==> src/rtl/code_packer_if.sv <==
// Code-in / byte-out handshake bundle for the LZW code packer.
// slave is the packer side; master is the producer/sink side.
interface code_packer_if #(
  parameter int CODE_W = 12,
  parameter int BYTE_W = 8,
  parameter int CNT_W  = 16
);
  logic [CODE_W-1:0] iCode;
  logic              CodeValid;
  logic              CodeReady;
  logic              CloseBuffer;
  logic [BYTE_W-1:0] oByte;
  logic              ByteValid;
  logic              ByteReady;
  logic              Done;
  logic [CNT_W-1:0]  ByteCount;

  modport slave (
    input  iCode, CodeValid, CloseBuffer, ByteReady,
    output CodeReady, oByte, ByteValid, Done, ByteCount
  );

  modport master (
    output iCode, CodeValid, CloseBuffer, ByteReady,
    input  CodeReady, oByte, ByteValid, Done, ByteCount
  );
endinterface

==> src/rtl/code_packer.sv <==
// Packs fixed-width LZW codes MSB-first into a byte stream with valid/ready
// backpressure; on close the last partial byte is zero-padded, then Done pulses.
module code_packer #(
  parameter int CODE_W = 12,
  parameter int BYTE_W = 8,
  parameter int ACC_W  = 24,
  parameter int CNT_W  = 16
) (
  input logic          Clk,
  input logic          reset,
  code_packer_if.slave bus
);
  localparam int CW = $clog2(ACC_W + 1);
  localparam logic [CW-1:0] CODE_C = CW'(CODE_W);
  localparam logic [CW-1:0] BYTE_C = CW'(BYTE_W);
  localparam logic [CW-1:0] ROOM_C = CW'(ACC_W - CODE_W);

  typedef enum logic [1:0] {RUN, FLUSH, DONE} state_t;

  state_t            state, state_next;
  logic [ACC_W-1:0]  acc, acc_next;
  logic [CW-1:0]     count, count_next;
  logic              close_pending, close_pending_next;
  logic              done, done_next;
  logic [CNT_W-1:0]  byte_count;
  logic              code_ready;
  logic              byte_valid;
  logic              accept;
  logic              emit;
  logic [CW-1:0]     emit_bits;
  logic [BYTE_W-1:0] out_byte;

  // Oldest BYTE_W bits of the accumulator; with fewer bits held they are
  // left-justified so the LSBs fill with zeros (the close-time pad byte).
  function automatic logic [BYTE_W-1:0] head_byte(input logic [ACC_W-1:0] a,
                                                  input logic [CW-1:0]    n);
    if (n >= BYTE_C)
      return BYTE_W'(a >> (n - BYTE_C));
    else
      return BYTE_W'(a << (BYTE_C - n));
  endfunction

  always_ff @(posedge Clk or posedge reset) begin
    if (reset)
      state <= RUN;
    else
      state <= state_next;
  end

  always_comb begin
    byte_valid = (count >= BYTE_C) || (state == FLUSH && count != '0);
    code_ready = (state == RUN) && (count <= ROOM_C);
    accept     = bus.CodeValid && code_ready;
    emit       = byte_valid && bus.ByteReady;
    emit_bits  = (count >= BYTE_C) ? BYTE_C : count;
    out_byte   = byte_valid ? head_byte(acc, count) : '0;

    // Bits above count are stale; extraction is always relative to count,
    // so a new code simply shifts in below whatever is still held.
    acc_next   = accept ? {acc[ACC_W-CODE_W-1:0], bus.iCode} : acc;
    count_next = count + (accept ? CODE_C : '0) - (emit ? emit_bits : '0);

    state_next         = state;
    close_pending_next = close_pending;
    done_next          = 1'b0;
    case (state)
      RUN: begin
        if (close_pending) begin
          if (accept) begin
            state_next         = FLUSH;
            close_pending_next = 1'b0;
          end
        end else if (bus.CloseBuffer) begin
          if (!bus.CodeValid || accept)
            state_next = FLUSH;
          else
            close_pending_next = 1'b1;
        end
      end
      FLUSH: begin
        if (count_next == '0) begin
          state_next = DONE;
          done_next  = 1'b1;
        end
      end
      default: ;
    endcase
  end

  always_ff @(posedge Clk or posedge reset) begin
    if (reset) begin
      acc           <= '0;
      count         <= '0;
      close_pending <= 1'b0;
      done          <= 1'b0;
      byte_count    <= '0;
    end else begin
      acc           <= acc_next;
      count         <= count_next;
      close_pending <= close_pending_next;
      done          <= done_next;
      byte_count    <= byte_count + CNT_W'(emit);
    end
  end

  assign bus.CodeReady = code_ready;
  assign bus.ByteValid = byte_valid;
  assign bus.oByte     = out_byte;
  assign bus.Done      = done;
  assign bus.ByteCount = byte_count;
endmodule

==> src/flat_wrapper.sv <==
// flat-port wrapper written by rule: the top's interface ports become plain ports
module code_packer_flat 
#(
  parameter int CODE_W = 12,
  parameter int BYTE_W = 8,
  parameter int ACC_W  = 24,
  parameter int CNT_W  = 16
)
  (Clk, reset, bus_iCode, bus_CodeValid, bus_CloseBuffer, bus_ByteReady, bus_CodeReady, bus_oByte, bus_ByteValid, bus_Done, bus_ByteCount);
  code_packer_if #(.CODE_W(CODE_W), .BYTE_W(BYTE_W), .CNT_W(CNT_W)) bus_i ();
  input logic Clk;
  input logic reset;
  input wire logic [$bits(bus_i.iCode)-1:0] bus_iCode;
  input wire logic [$bits(bus_i.CodeValid)-1:0] bus_CodeValid;
  input wire logic [$bits(bus_i.CloseBuffer)-1:0] bus_CloseBuffer;
  input wire logic [$bits(bus_i.ByteReady)-1:0] bus_ByteReady;
  output wire logic [$bits(bus_i.CodeReady)-1:0] bus_CodeReady;
  output wire logic [$bits(bus_i.oByte)-1:0] bus_oByte;
  output wire logic [$bits(bus_i.ByteValid)-1:0] bus_ByteValid;
  output wire logic [$bits(bus_i.Done)-1:0] bus_Done;
  output wire logic [$bits(bus_i.ByteCount)-1:0] bus_ByteCount;
  assign bus_i.iCode = bus_iCode;
  assign bus_i.CodeValid = bus_CodeValid;
  assign bus_i.CloseBuffer = bus_CloseBuffer;
  assign bus_i.ByteReady = bus_ByteReady;
  assign bus_CodeReady = bus_i.CodeReady;
  assign bus_oByte = bus_i.oByte;
  assign bus_ByteValid = bus_i.ByteValid;
  assign bus_Done = bus_i.Done;
  assign bus_ByteCount = bus_i.ByteCount;
  code_packer #(.CODE_W(CODE_W), .BYTE_W(BYTE_W), .ACC_W(ACC_W), .CNT_W(CNT_W)) u_core (.Clk(Clk), .reset(reset), .bus(bus_i));
endmodule
==> config.mk <==
export PLATFORM = sky130hd
export DESIGN_NAME = code_packer_flat
export DESIGN_NICKNAME = d
export VERILOG_FILES = /design/src/rtl/code_packer_if.sv /design/src/rtl/code_packer.sv /design/src/flat_wrapper.sv
export SDC_FILE = /design/constraint.sdc
export NUM_CORES = 1
export LEC_CHECK = 0
export CAP_MARGIN = 5
export CORE_MARGIN = 2
export CORE_UTILIZATION = 50
export CTS_CLUSTER_SIZE = 30
export DETAILED_ROUTE_END_ITERATION = 8
export PLACE_DENSITY = 0.77
export SLEW_MARGIN = 20
export SYNTH_ARGS = -nofsm -noshare
export SYNTH_HDL_FRONTEND = slang
export SYNTH_SLANG_ARGS = --single-unit
==> constraint.sdc <==
create_clock -name Clk -period 4.8 [get_ports Clk]
set_input_delay 1.44 -clock Clk [delete_from_list [all_inputs] [get_ports Clk]]
set_output_delay 1.44 -clock Clk [all_outputs]
set_load 0.05 [all_outputs]
==> results.json, run 1 <==
{
  "outcome": "completed",
  "crit_path_end_kind": "output port",
  "avgSynthCellArea_sq_um": 10.2,
  "num_vias": 3019,
  "crit_family": "flip-flops",
  "crit_path_end": "bus_oByte[6]",
  "syn_area_sq_mm": 0.00368,
  "cp.required_ns": 3.36,
  "postCtsHoldBufs": 0,
  "crit_arrival_ns": 3.03,
  "grt_use_total": 0.232,
  "reg2reg_depth": 13,
  "crit_slowest_cell": "dfrtp_1",
  "final_hold_viol_count": 0,
  "ant_nets": 0,
  "path_class": "reg -> out",
  "worstPathCellList": "inv_1 > ha_1 > nor2b_1 > nand2_1 > o32ai_1 > or2_1 > buf_12",
  "dieArea_sq_mm": 0.00805,
  "skew_ns": 0.00671,
  "cts-resized-gates": 0,
  "cts_setup_buffers": 0,
  "min_path_type": "reg -> reg",
  "cts_tree": "done",
  "netlist_instances": 361,
  "io-pin-count": 44,
  "max_slew_margin": 0.445,
  "drc": 0,
  "drt_pass1_iterations": 4,
  "period_share": 0.931,
  "seq_area_frac_synth": 0.334,
  "grt_start_max_net_pins": 50,
  "drt_wl_total_mm": 8.93,
  "initial_utilization": 0.512,
  "slowest_delay_ns": 0.74,
  "place_ws_ns": 0.464,
  "numPortBuffers": 43,
  "worstMarginPinSlew_ns": 0.831,
  "reg2reg_from": "u_core.count[3]",
  "cts_root_buffer": "clkbuf_8",
  "fmax_mhz": 224,
  "die_x_microns": 89.7,
  "drt_iter0_drc": 154,
  "clockBufferDepth": 2,
  "clk_latency_ns": 0.31,
  "min_period_ns": 4.47,
  "htree_levels": 2,
  "yosysWarnings": 0,
  "setup_viol": 0,
  "crit_fanout": 19,
  "synth_cell_types": 64,
  "rows": 31,
  "synth_edf_count": 0,
  "maxCapViolCount": 0,
  "tns_ns": 0,
  "clk_pin_slew_worst_paths_ns": 0.10,
  "grt_pass1_wl_mm": 15.3,
  "syn_nets": 391,
  "diodes": 0,
  "core-area_sq_mm": 0.00718,
  "numCtsBuffers": 5,
  "cts_sinks": 49,
  "vias_per_cell": 6.05,
  "critical_path_buf_inv_count": 2,
  "wl_per_cell_microns": 17.9,
  "critPathLaunch": "u_core.count[3]",
  "die_h_microns": 89.7,
  "post-route-worst-setup-slack_ns": 0.330,
  "post-dp-hpwl_mm": 6.69,
  "nets": 429,
  "path_depth": 7,
  "start_kind": "register",
  "ys_async_sr_fraction": 1.00,
  "gp_congestion": 0.992,
  "grt_pass1_vias": 3044,
  "reg2reg_slack_ns": 0.79,
  "slew_violations": 0,
  "overflow": 0,
  "rsz0062_at_grt": "false",
  "antenna_found_initial": 0,
  "r2r-end": "u_core.state[1]",
  "final_layout_size_suffix_gt1_frac": 0.180,
  "ys_ff_latch": 49,
  "areaGrowthSynthToFinish_pct": 18.4,
  "ys.flop_type": "dfrtp_1"
}
-- metal layers --
layer | GRT usage | part of all wire
met2 | 0.372 | 0.47
met5 | 0 | 0
met1 | 0.316 | 0.44
met4 | 0.0756 | 0.025
met3 | 0.0495 | 0.064
-- worst reg2reg max path, delay by kind of cell (launching register included) --
kind | cells | cell delay [ns]
AO/OA/AOI/OAI | 4 | 0.89
adder cells (fa/ha/maj) | 3 | 1.08
buffers and inverters | 2 | 0.37
flip-flops | 1 | 0.74
multiplexers | 1 | 0.28
AND/OR/NAND/NOR | 3 | 0.54
-- state kept, by name, summed over array words and instances (netlist names) --
signal and cells:
u_core.acc 24, u_core.bus.ByteCount 16, u_core.count 5, u_core.state 2, u_core.bus.Done 1, u_core.close_pending 1
-- cell families after synthesis --
group	after synthesis	share of synthesized area
buffers and inverters	33	0.0494
xor gates and xnor gates	19	0.0453
AOI/OAI and AO/OA	52	0.101
DFF	49	0.334
muxes	73	0.241
adders and majority gates	13	0.0504
and+or+nand+nor	122	0.179
-- cells in the mapped netlist (2+ instances only) --
cell type | number | area [sq um]
a21oi_1 | 7 | 35.0
a22o_1 | 2 | 17.5
a31oi_1 | 8 | 50.1
and2_1 | 6 | 37.5
and3_1 | 7 | 43.8
buf_1 | 2 | 7.51
buf_12 | 2 | 40.0
buf_2 | 8 | 40.0
buf_6 | 2 | 22.5
clkbuf_1 | 4 | 15.0
dfrtp_1 | 49 | 1230
fa_1 | 3 | 60.1
ha_1 | 10 | 125
inv_1 | 13 | 48.8
mux2_1 | 4 | 45.0
mux2_2 | 28 | 315
mux2_4 | 2 | 30.0
mux2i_1 | 31 | 310
mux4_2 | 7 | 158
nand2_1 | 26 | 97.6
nand2b_1 | 10 | 62.6
nand3_1 | 14 | 70.1
nand4_1 | 9 | 56.3
nor2_1 | 20 | 75.1
nor2b_1 | 5 | 31.3
nor3_1 | 8 | 40.0
nor4_1 | 2 | 12.5
o21a_1 | 2 | 15.0
o21ai_0 | 5 | 25.0
o221ai_1 | 2 | 17.5
o22ai_1 | 5 | 31.3
o31ai_1 | 5 | 37.5
o32ai_1 | 2 | 17.5
or2_2 | 2 | 12.5
or3_1 | 3 | 18.8
xnor2_1 | 14 | 123
xor2_1 | 5 | 43.8
-- placed cells by master (no fill, tap or decap), types with 6 or more instances in the layout --
cell type / instances
dfrtp_1: 49
clkdlybuf4s50_1: 34
mux2i_1: 31
mux2_2: 28
nand2_1: 26
nor2_1: 20
xnor2_1: 14
nand3_1: 14
inv_1: 12
nand2b_1: 10
ha_1: 10
nand4_1: 9
buf_12: 9
a31oi_1: 8
nor3_1: 8
and3_1: 7
a21oi_1: 7
mux4_2: 7
and2_1: 6
buf_4: 6
-- per-stage QoR --
step,hold slack (ns),cells,area (sq um),util
floorplan,0.477,361,3680,-
global placement,0.460,491,4240,0.591
detailed placement,0.472,491,4240,0.591
CTS,0.490,499,4350,0.607
global route,0.502,499,4350,0.607
finish,0.487,499,4350,0.607
-- worst min path at each step --
stage,startpoint,end,slack [ns],cells after the start
2_1_floorplan,u_core.close_pending,u_core.close_pending,0.48,2
3_3_place_gp,u_core.bus.ByteCount[15],u_core.bus.ByteCount[15],0.46,1
3_5_place_dp,u_core.bus.ByteCount[15],u_core.bus.ByteCount[15],0.47,1
4_1_cts,u_core.bus.ByteCount[15],u_core.bus.ByteCount[15],0.49,1
5_1_grt,u_core.bus.ByteCount[15],u_core.bus.ByteCount[15],0.50,1
6_report,u_core.bus.ByteCount[15],u_core.bus.ByteCount[15],0.49,1
-- layout make-up --
type / count / area (sq um)
fillers: 604 / 2820
multi-input cells: 279 / 2270
flip-flops and latches: 49 / 1230
repair buffers: 49 / 566
well taps: 99 / 124
clock buffers: 5 / 68.8
inverters: 15 / 57.6
clock inverters: 3 / 43.8
Power of run 1 is not shown: default switching activity piles up to over one toggle a cycle in this logic, so the estimate is an artifact.
==> run 2, diff against run 1 <==
--- a/config.mk
+++ b/config.mk
@@ -6,11 +6,12 @@
 export NUM_CORES = 1
 export LEC_CHECK = 0
 export CAP_MARGIN = 5
-export CORE_MARGIN = 2
+export CORE_MARGIN = 3
 export CORE_UTILIZATION = 50
 export CTS_CLUSTER_SIZE = 30
 export DETAILED_ROUTE_END_ITERATION = 8
 export PLACE_DENSITY = 0.77
+export RECOVER_POWER = 100
 export SLEW_MARGIN = 20
 export SYNTH_ARGS = -nofsm -noshare
 export SYNTH_HDL_FRONTEND = slang
==> results.json, run 2 (synthesis results as in run 1) <==
{
  "antenna_found_initial": 0,
  "areaGrowthSynthToFinish_pct": 16.7,
  "final_hold_viol_count": 0,
  "num-fill-cells": 592,
  "post-dp-hpwl_mm": 6.64,
  "period_share": 0.920,
  "rows": 30,
  "cts_tree": "done",
  "most-common-layout-cells": "dfrtp_1, mux2i_1, mux2_2",
  "min_period_ns": 4.42,
  "ant_nets": 0,
  "overflow": 0,
  "use_met3": 0.0418,
  "crit_arrival_ns": 2.98,
  "core-area_sq_mm": 0.00694,
  "reg2reg_slack_ns": 0.68,
  "diodes": 0,
  "multi_input_area_sq_mm": 0.00226,
  "cts_sinks": 49,
  "grt_busiest_layer": "met2",
  "crit_fanout": 18,
  "crit_path_end_kind": "output port",
  "worstMarginPinSlew_ns": 2.13,
  "initial_utilization": 0.529,
  "vias_per_cell": 6.12,
  "maxCapViolCount": 1,
  "grt_pass1_wl_mm": 14.7,
  "drt_wl_total_mm": 8.70,
  "grt_start_max_net_pins": 50,
  "cts_setup_buffers": 0,
  "violations": "max-capacitance violations, max-slew violations",
  "nets": 430,
  "min_path_type": "reg -> reg",
  "grt_pass1_vias": 2973,
  "path_class": "reg -> out",
  "drt_iter0_drc": 307,
  "start_kind": "register",
  "fmax_mhz": 226,
  "clk_pin_slew_worst_paths_ns": 0.09,
  "largest_register": "u_core.acc",
  "die_h_microns": 91.7,
  "clockBufferDepth": 2,
  "use_met1": 0.291,
  "htree_levels": 2,
  "final_layout_size_suffix_gt1_frac": 0.160,
  "max_slew_margin": -0.428,
  "grtUsageMet2": 0.337,
  "gp_congestion": 0.952,
  "cts_root_buffer": "clkbuf_8",
  "regArea_sq_mm": 0.00123,
  "skew_ns": 0.00525,
  "tns_ns": 0,
  "cp.required_ns": 3.36,
  "grt_use_total": 0.212,
  "postCtsHoldBufs": 0,
  "die_x_microns": 91.7,
  "cts-resized-gates": 0,
  "drt_pass1_iterations": 6,
  "io-pin-count": 44,
  "largest_register_ffs": 24,
  "drc": 0,
  "holdWs_ns": 0.482,
  "numCtsBuffers": 5,
  "rsz0062_at_grt": "false",
  "clk_latency_ns": 0.30,
  "final_common_cell": "dfrtp_1",
  "outcome": "finished with violations",
  "wl_per_cell_microns": 17.5,
  "numPortBuffers": 43,
  "setup_viol": 0,
  "dieArea_sq_mm": 0.00842,
  "num_vias": 3044,
  "slew_violations": 50
}
run 2: cell count changes in the layout (fill, tap and decap cells not counted), moves of 2 or more:
cell / before / now
and2_1: 6 / 4
and2_0: 0 / 2
buf_12: 9 / 6
clkbuf_1: 0 / 5
clkdlybuf4s50_1: 34 / 13
buf_4: 6 / 4
dlygate4sd3_1: 0 / 21
run 2: path summary, 6_finish.rpt:
check | startpoint | endpoint | depth (start not counted)
worst max-delay path | u_core.count[2] | bus_oByte[4] | 7
worst min-delay path | u_core.bus.ByteCount[15] | u_core.bus.ByteCount[15] | 1
worst max register to register | u_core.count[0] | u_core.state[1] | 14
worst min register to register | u_core.bus.ByteCount[15] | u_core.bus.ByteCount[15] | 1
max in group asynchronous | reset | u_core.bus.ByteCount[3] | 2
min in group asynchronous | reset | u_core.bus.ByteCount[13] | 2
run 2: critical path, cell delays in order (launching register included):
cell	delay (ns)
dfrtp_1	0.76
clkbuf_2	0.40
nand2b_1	0.17
a21oi_1	0.12
or4b_1	0.63
a311oi_2	0.25
or3_1	0.19
buf_12	0.14
run 2: final cells by class:
cell class,instances,area share
tap,96,0.0280
timing repair buffer,50,0.120
clock inverter,3,0.0102
multi-input combinational,279,0.527
clock buffer,5,0.0160
sequential,49,0.286
inverter,15,0.0134
run 2: metal layers:
metal,up-vias,share of wire,wire [microns]
met5,-,0,0
met4,0,0.015,132
met3,23,0.078,679
met2,147,0.47,4120
met1,1468,0.43,3770
li1,1406,-,-
run 2: per-stage QoR:
step / cell area, sq um / setup slack [ns] / util / std cells
4_1_cts: 4360 / 0.597 / 0.627 / 497
2_1_floorplan: 3680 / 0.425 / - / 361
3_5_place_dp: 4240 / 0.465 / 0.611 / 489
3_3_place_gp: 4240 / 0.570 / 0.611 / 489
5_1_grt: 4290 / 0.244 / 0.618 / 497
6_report: 4290 / 0.382 / 0.618 / 497
Power of run 2 is left out for the same reason.
==> run 3, diff against run 2 <==
--- a/config.mk
+++ b/config.mk
@@ -7,10 +7,10 @@
 export LEC_CHECK = 0
 export CAP_MARGIN = 5
 export CORE_MARGIN = 3
-export CORE_UTILIZATION = 50
+export CORE_UTILIZATION = 45
 export CTS_CLUSTER_SIZE = 30
 export DETAILED_ROUTE_END_ITERATION = 8
-export PLACE_DENSITY = 0.77
+export PLACE_DENSITY = 0.71
 export RECOVER_POWER = 100
 export SLEW_MARGIN = 20
 export SYNTH_ARGS = -nofsm -noshare
==> results.json, run 3 (synthesis results as in run 1) <==
{
  "regArea_sq_mm": 0.00123,
  "period_share": 0.916,
  "tns_ns": 0,
  "drt_pass1_iterations": 4,
  "min_period_ns": 4.40,
  "crit_fanout": 27,
  "grt_pass1_wl_mm": 14.3,
  "drt_wl_total_mm": 8.49,
  "die_h_microns": 96.4,
  "areaGrowthSynthToFinish_pct": 16.3,
  "fmax_mhz": 227,
  "num_vias": 2941,
  "cp.required_ns": 3.36,
  "most-common-layout-cells": "dfrtp_1, mux2i_1, mux2_2",
  "post-dp-hpwl_mm": 6.38,
  "numPortBuffers": 43,
  "numCtsBuffers": 5,
  "start_kind": "register",
  "clk_latency_ns": 0.30,
  "outcome": "finished with violations",
  "cts-resized-gates": 0,
  "initial_utilization": 0.468,
  "holdPathEnd": "u_core.bus.ByteCount[15]",
  "final_cells": 503,
  "grt_start_max_net_pins": 50,
  "max_slew_margin": -0.405,
  "die_x_microns": 96.4,
  "setup_viol": 0,
  "dieArea_sq_mm": 0.00929,
  "antenna_found_initial": 0,
  "diodes": 0,
  "slew_violations": 50,
  "postCtsHoldBufs": 0,
  "grt_use_total": 0.196,
  "ant_nets": 0,
  "num-fill-cells": 730,
  "cts_setup_buffers": 0,
  "drc": 0,
  "io-pin-count": 44,
  "dp.cells": 495,
  "r2r-end": "u_core.state[1]",
  "clk_pin_slew_worst_paths_ns": 0.09,
  "grt_pass1_vias": 2867,
  "rsz0062_at_grt": "false",
  "nets": 430,
  "overflow": 0,
  "cts_root_buffer": "clkbuf_8",
  "final_hold_viol_count": 0,
  "core-area_sq_mm": 0.00785,
  "crit_arrival_ns": 2.96,
  "violations": "max-capacitance violations, max-slew violations",
  "cts_tree": "done",
  "largest_register_ffs": 24,
  "whs_path_depth": 1,
  "maxCapViolCount": 1,
  "min_path_type": "reg -> reg",
  "largest_register": "u_core.acc",
  "final_layout_size_suffix_gt1_frac": 0.160,
  "final_common_cell": "dfrtp_1",
  "htree_levels": 2,
  "drt_iter0_drc": 202,
  "skew_ns": 0.00855,
  "reg2reg_depth": 14,
  "cts_sinks": 49,
  "clockBufferDepth": 2,
  "path_class": "reg -> out",
  "reg2reg_from": "u_core.count[0]",
  "reg2reg_slack_ns": 0.78,
  "worstMarginPinSlew_ns": 2.10,
  "gp_congestion": 0.928,
  "wl_per_cell_microns": 16.9,
  "min-delay-start": "u_core.bus.ByteCount[15]",
  "vias_per_cell": 5.85,
  "crit_path_end_kind": "output port",
  "multi_input_area_sq_mm": 0.00226,
  "rows": 32
}
run 3: metrics by stage:
stage	instance area (sq um)	util	setup WS (ns)	hold slack [ns]
global route	4270	0.545	0.273	0.506
global placement	4250	0.542	0.543	0.463
finish	4270	0.545	0.401	0.493
CTS	4340	0.553	0.597	0.507
floorplan	3680	-	0.425	0.477
detailed placement	4250	0.542	0.456	0.490
run 3: critical path, stage by stage (launching register included):
cell,delay [ns]
dfrtp_1,0.40
clkbuf_2,0.38
o31a_1,0.43
nor4_4,0.22
or4b_1,0.59
a311oi_2,0.28
or3_1,0.21
buf_12,0.15
run 3: worst max-delay path by stage:
stage | slack [ns] | to | start | cells past startpoint
floorplan | 0.42 | bus_oByte[3] | u_core.count[1] | 8
detailed placement | 0.46 | u_core.state[1] | bus_ByteReady | 10
CTS | 0.60 | bus_oByte[4] | u_core.count[0] | 7
global route | 0.27 | bus_oByte[4] | u_core.count[1] | 7
finish | 0.40 | bus_oByte[4] | u_core.count[1] | 7
global placement | 0.54 | u_core.state[1] | bus_ByteReady | 10
run 3: area by class of cell:
class,count,share of cell area
clock buffers,6,0.0170
clock inverters,2,0.00322
inverters,15,0.0135
multi-input cells,279,0.528
flip-flops and latches,49,0.287
well taps,102,0.0299
repair buffers,50,0.121
run 3: per-layer routing:
| metal | vias up | track usage | share of wire |
|---|---|---|---|
| met1 | 1432 | 0.298 | 0.49 |
| li1 | 1410 | - | - |
| met4 | 0 | 0.0479 | 0.014 |
| met2 | 89 | 0.292 | 0.45 |
| met3 | 10 | 0.0333 | 0.049 |
| met5 | - | 0 | 0 |
Power of run 3 is left out for the same reason.
